$ cat config.mk
export PLATFORM = sky130hd
export DESIGN_NAME = regfile_md_unit
export DESIGN_NICKNAME = d
export VERILOG_FILES = /design/src/rtl/regfile_md_unit.sv
export SDC_FILE = /design/constraint.sdc
export NUM_CORES = 2
export LEC_CHECK = 0
export BUFFER_PORTS_ARGS = -buffer_cell sky130_fd_sc_hd__buf_2
export CORE_MARGIN = 2
export CORE_UTILIZATION = 57
export CTS_CLUSTER_DIAMETER = 200
export CTS_CLUSTER_SIZE = 30
export DETAILED_ROUTE_END_ITERATION = 7
export PLACE_DENSITY = 0.86
export SETUP_SLACK_MARGIN = 0.4
export SLEW_MARGIN = 40
export SYNTH_ARGS = -nofsm -noshare
export SYNTH_HDL_FRONTEND = slang
export SYNTH_SLANG_ARGS = --single-unit
$ cat constraint.sdc
create_clock -name clock -period 38.2 [get_ports clock]
set_input_delay 7.64 -clock clock [delete_from_list [all_inputs] [get_ports clock]]
set_output_delay 7.64 -clock clock [all_outputs]
set_load 0.01 [all_outputs]
$ cat src/rtl/regfile_md_unit.sv
// Register file with NUM_RD combinational read ports, HI/LO pair and an iterative mul/div engine.
// Optional write-first read forwarding is enabled by defining REGFILE_BYPASS_EN.
module regfile_md_unit #(
    parameter int DATA_W = 32,
    parameter int ADDR_W = 5,
    parameter int NUM_RD = 2
) (
    input  logic                     clock,
    input  logic                     reset,
    input  logic                     wr_en,
    input  logic [ADDR_W-1:0]        wr_addr,
    input  logic [DATA_W-1:0]        wr_data,
    input  logic [NUM_RD*ADDR_W-1:0] rd_addr,
    output logic [NUM_RD*DATA_W-1:0] rd_data,
    input  logic                     hilo_wr_en,
    input  logic                     hilo_sel,
    input  logic [DATA_W-1:0]        hilo_wdata,
    output logic [DATA_W-1:0]        hilo_rdata,
    input  logic                     md_start,
    input  logic [1:0]               md_op,
    input  logic [DATA_W-1:0]        md_a,
    input  logic [DATA_W-1:0]        md_b,
    output logic                     md_busy,
    output logic                     md_done
);
    localparam int NUM_REGS = 1 << ADDR_W;
    localparam int CNT_W    = $clog2(DATA_W + 1);

    typedef enum logic [1:0] {IDLE, RUN, FIX, DONE} state_t;

    typedef struct packed {
        logic              div;
        logic              res_neg;
        logic              rem_neg;
        logic [DATA_W-1:0] opnd;
    } md_req_t;

    state_t state, state_nx;
    md_req_t req;

    logic [NUM_REGS-1:0][DATA_W-1:0] regs;
    logic [DATA_W-1:0]               hi, lo;
    logic [2*DATA_W-1:0]             acc;
    logic [CNT_W-1:0]                cnt;

    // ---------------- register file ----------------
    always_ff @(posedge clock or posedge reset) begin
        if (reset) begin
            regs <= '0;
        end else if (wr_en && wr_addr != '0) begin
            regs[wr_addr] <= wr_data;
        end
    end

    for (genvar i = 0; i < NUM_RD; i++) begin : g_rd
        logic [ADDR_W-1:0] ra;
        assign ra = rd_addr[i*ADDR_W +: ADDR_W];
`ifdef REGFILE_BYPASS_EN
        assign rd_data[i*DATA_W +: DATA_W] =
            (wr_en && wr_addr != '0 && ra == wr_addr) ? wr_data : regs[ra];
`else
        assign rd_data[i*DATA_W +: DATA_W] = regs[ra];
`endif
    end

    // ---------------- mul/div engine ----------------
    logic              start_ok, div_zero, a_neg, b_neg;
    logic [DATA_W-1:0] a_mag, b_mag;

    assign start_ok = md_start && (state == IDLE || state == DONE);
    assign div_zero = md_op[1] && (md_b == '0);
    assign a_neg    = md_op[0] & md_a[DATA_W-1];
    assign b_neg    = md_op[0] & md_b[DATA_W-1];
    assign a_mag    = a_neg ? -md_a : md_a;
    assign b_mag    = b_neg ? -md_b : md_b;

    // acc holds {partial product | multiplier} or {remainder | dividend->quotient}
    logic [DATA_W:0]     mul_sum, div_diff;
    logic [2*DATA_W-1:0] mul_step, div_step;

    assign mul_sum  = {1'b0, acc[2*DATA_W-1:DATA_W]} + {1'b0, req.opnd & {DATA_W{acc[0]}}};
    assign mul_step = {mul_sum, acc[DATA_W-1:1]};
    assign div_diff = acc[2*DATA_W-1:DATA_W-1] - {1'b0, req.opnd};
    assign div_step = div_diff[DATA_W] ? {acc[2*DATA_W-2:0], 1'b0}
                                       : {div_diff[DATA_W-1:0], acc[DATA_W-2:0], 1'b1};

    always_ff @(posedge clock or posedge reset) begin
        if (reset) begin
            acc <= '0;
            cnt <= '0;
            req <= '0;
        end else if (start_ok) begin
            cnt         <= CNT_W'(DATA_W);
            req.div     <= md_op[1];
            req.res_neg <= !div_zero && (a_neg ^ b_neg);
            req.rem_neg <= !div_zero && a_neg;
            req.opnd    <= md_op[1] ? b_mag : a_mag;
            // divide by zero preloads the final {HI, LO} so FIX passes it straight through
            if (div_zero)
                acc <= {md_a, {DATA_W{1'b1}}};
            else
                acc <= {{DATA_W{1'b0}}, md_op[1] ? a_mag : b_mag};
        end else if (state == RUN) begin
            cnt <= cnt - CNT_W'(1);
            acc <= req.div ? div_step : mul_step;
        end
    end

    logic [2*DATA_W-1:0] prod;
    logic [DATA_W-1:0]   quo, rem, fix_hi, fix_lo;

    assign prod   = req.res_neg ? -acc : acc;
    assign quo    = req.res_neg ? -acc[DATA_W-1:0] : acc[DATA_W-1:0];
    assign rem    = req.rem_neg ? -acc[2*DATA_W-1:DATA_W] : acc[2*DATA_W-1:DATA_W];
    assign fix_hi = req.div ? rem : prod[2*DATA_W-1:DATA_W];
    assign fix_lo = req.div ? quo : prod[DATA_W-1:0];

    always_ff @(posedge clock or posedge reset) begin
        if (reset) state <= IDLE;
        else       state <= state_nx;
    end

    always_comb begin
        state_nx = state;
        case (state)
            IDLE, DONE: state_nx = md_start ? (div_zero ? FIX : RUN) : IDLE;
            RUN:        if (cnt == CNT_W'(1)) state_nx = FIX;
            FIX:        state_nx = DONE;
            default:    state_nx = IDLE;
        endcase
    end

    assign md_busy = (state == RUN) || (state == FIX);
    assign md_done = (state == DONE);

    // ---------------- HI/LO ----------------
    always_ff @(posedge clock or posedge reset) begin
        if (reset) begin
            hi <= '0;
            lo <= '0;
        end else if (state == FIX) begin
            hi <= fix_hi;
            lo <= fix_lo;
        end else if (hilo_wr_en && !md_busy) begin
            if (hilo_sel) hi <= hilo_wdata;
            else          lo <= hilo_wdata;
        end
    end

`ifdef REGFILE_BYPASS_EN
    assign hilo_rdata = (hilo_wr_en && !md_busy) ? hilo_wdata : (hilo_sel ? hi : lo);
`else
    assign hilo_rdata = hilo_sel ? hi : lo;
`endif

endmodule

==> reports/metrics.yaml <==
outcome: "finished clean"
rsz0062_at_grt: "false"
clock.fmax_ghz: 0.05386
synth_ff_type: "dfrtp_1"
grt_pass1_vias: 47974
tns_ps: 0
syn-cell-area_mm2: 0.06935
postCtsSetupBuffers: 0
io_buffers: 248
slew_violations: 0
initial_core_util: 0.5766
hold_path.class: "reg -> reg"
clock_sinks: 1195
final.period_utilization: 0.4861
layout_setup_ws_ps: 19630
drc: 0
post_drt_wl_per_cell_um: 29.93
grt-busiest-layer: "met2"
detail-route-antenna-nets: 0
die_h_um: 352.8
area_delta_synth_final_pct: 5.629
drive_gt1_frac: 0.4400
root_buffer: "clkbuf_16"
synth_edf_count: 0
crit_fanout: 49
required_ps: 30560
async_reset_ff_frac: 1.000
worstPathArrival_ps: 10930
grt_max_degree: 159
seqPwrFrac: 0.441
leakagePower_nw: 31.53
power_density_mw_per_mm2: 56.56
critical_path_class: "in -> out"
tightest_slew_ps: 948.7
dpl_cell_area_mm2: 0.07189
startpoint_type: "input port"
track_usage: 0.3178
drt_iter0_drc: 5846
p_comb_frac: 0.408
nets: 5250
grt_pass1_wl_um: 301000
final_cell_area_mm2: 0.07326
setup_viol: 0
cts_buffers: 45
synth_top_area_cell: "dfrtp_1"
met1_usage: 0.4091
yosysWarnings: 0
fillers: 8744
die_area_mm2: 0.1245
routed_wl_um: 199000
end_kind: "output pin"
clockPowerShare: 0.151
synth-seq-area-share: 0.4312
vdd_drop_max_mv: 0.05046
cts_htree_levels: 2
cap_violations: 0
fp.coreArea_mm2: 0.1203
hold_buffers: 0
clockBufferDepth: 3
relSlewSlack: 0.3609
dr_total_vias: 47122
synthTopCellsByArea: "dfrtp_1 (43%), mux4_2 (21%), mux2_2 (18%)"
ys_seq_elements: 1195
sw_frac_of_total: 0.3714
yosys.area.top_type_share: 0.4312
internal_power_w: 0.002604
yosysMostFrequentCell: "dfrtp_1"
clk_pin_slew_ps: 120
synth_fp_nets: 5348
dieWidth_um: 352.8
drtPass1Iterations: 6
ioPinCount: 249
clk_latency_ps: 700
placedCellCount: 6585
met2_usage: 0.5034
overflow: 0
syn_inst: 5122
finalNonFillerCells: 6647
place_ws_ps: 19540
syn_avg_cell_area_um2: 13.54
p_sw_w: 0.001539
synthTopCellsByCount: "dfrtp_1 (1,195), mux2_2 (1,111), mux4_2 (640), clkbuf_1 (352)"
rows: 127
post-route-util: 0.6090
final_hold_viol_count: 0
viasPerCell: 7.089
gp_congestion: 0.9754
use_met3: 0.05561
dpl.hpwl_um: 123700
cts_tree: "done"
synthDistinctLibCells: 83
cts_resized: 0
finalCriticalPeriod_ps: 18570
worst_clock_skew_ps: 14.83
antenna_found_initial: 10
worst paths after layout:
path / startpoint / end / slack (ps) / cells after the start
worst max-delay path: rd_addr[0] / rd_data[9] / 19630 / 7
worst min-delay path: regs[13] / regs[13] / 410 / 0
worst max register to register: acc[31] / acc[41] / 34000 / 14
worst min register to register: regs[13] / regs[13] / 410 / 0
max in group asynchronous: reset / regs[468] / 29140 / 7
min in group asynchronous: reset / req[25] / 6870 / 2
final cells by class:
| type | count | area [um^2] | share of cell area |
|---|---|---|---|
| diodes | 8 | 20.02 | 0.0002733 |
| inverters | 71 | 270.3 | 0.003689 |
| clock buffers | 47 | 1155 | 0.01576 |
| clock inverters | 3 | 67.56 | 0.0009223 |
| well taps | 1612 | 2017 | 0.02753 |
| flip-flops and latches | 1195 | 29910 | 0.4083 |
| repair buffers | 338 | 2305 | 0.03146 |
| multi-input cells | 3373 | 37510 | 0.5121 |
power by group through the flow:
stage	Combinational (W)	Clock, W	Sequential [W]
final	0.00169	0.000626	0.00183
after global placement	0.00161	0	0.00180
after CTS	0.00167	0.000630	0.00181
after floorplan	0.00131	0	0.00173
after global routing	0.00183	0.000675	0.00186
after detailed placement	0.00166	0	0.00184
per-layer routing:
metal / up-vias / part of all wire
met2: 2773 / 0.47
met5: - / 0.00013
met3: 709 / 0.090
met4: 4 / 0.075
met1: 24448 / 0.36
li1: 19188 / -
cells in the final DEF, fill, tap and decap left out, drive strengths merged, types with 48 or more instances in the layout:
master | synthesis | routed
mux2 | 1112 | 1112
nor2 | 199 | 199
mux2i | 101 | 101
nand2 | 223 | 223
xor2 | 66 | 66
o21ai | 227 | 227
inv | 69 | 68
dfrtp | 1195 | 1195
xnor2 | 102 | 102
buf | 131 | 337
ha | 73 | 73
mux4 | 640 | 640
a21oi | 165 | 165
clkbuf | 352 | 48
critical path, stage by stage:
cell    delay (ps)
buf_8          380
buf_6          620
buf_4          630
mux4_2         580
mux4_2         500
mux2_2         350
buf_2          170
kinds of logic after synthesis:
family                     count (synthesis)  share of synthesized area
AOI/OAI and AO/OA                        624                    0.05526
xor gates and xnor gates                 168                    0.02122
adders and majority gates                 75                    0.01375
buffers and inverters                    554                    0.03065
DFF                                     1195                     0.4312
muxes                                   1853                     0.4030
and+or+nand+nor                          653                    0.04498
state kept, by name (all words and copies together) (netlist names):
| register | count |
|---|---|
| hi | 32 |
| acc | 64 |
| req | 35 |
| state | 2 |
| regs | 1024 |
| cnt | 6 |
| lo | 32 |
through the flow:
stage,total power (W),hold WS (ps)
floorplan,0.003041,441.3
global placement,0.003412,376.6
detailed placement,0.003497,383.6
CTS,0.004114,408.8
global route,0.004360,423.5
finish,0.004143,408.5
Power figures use the tool's default switching activity.
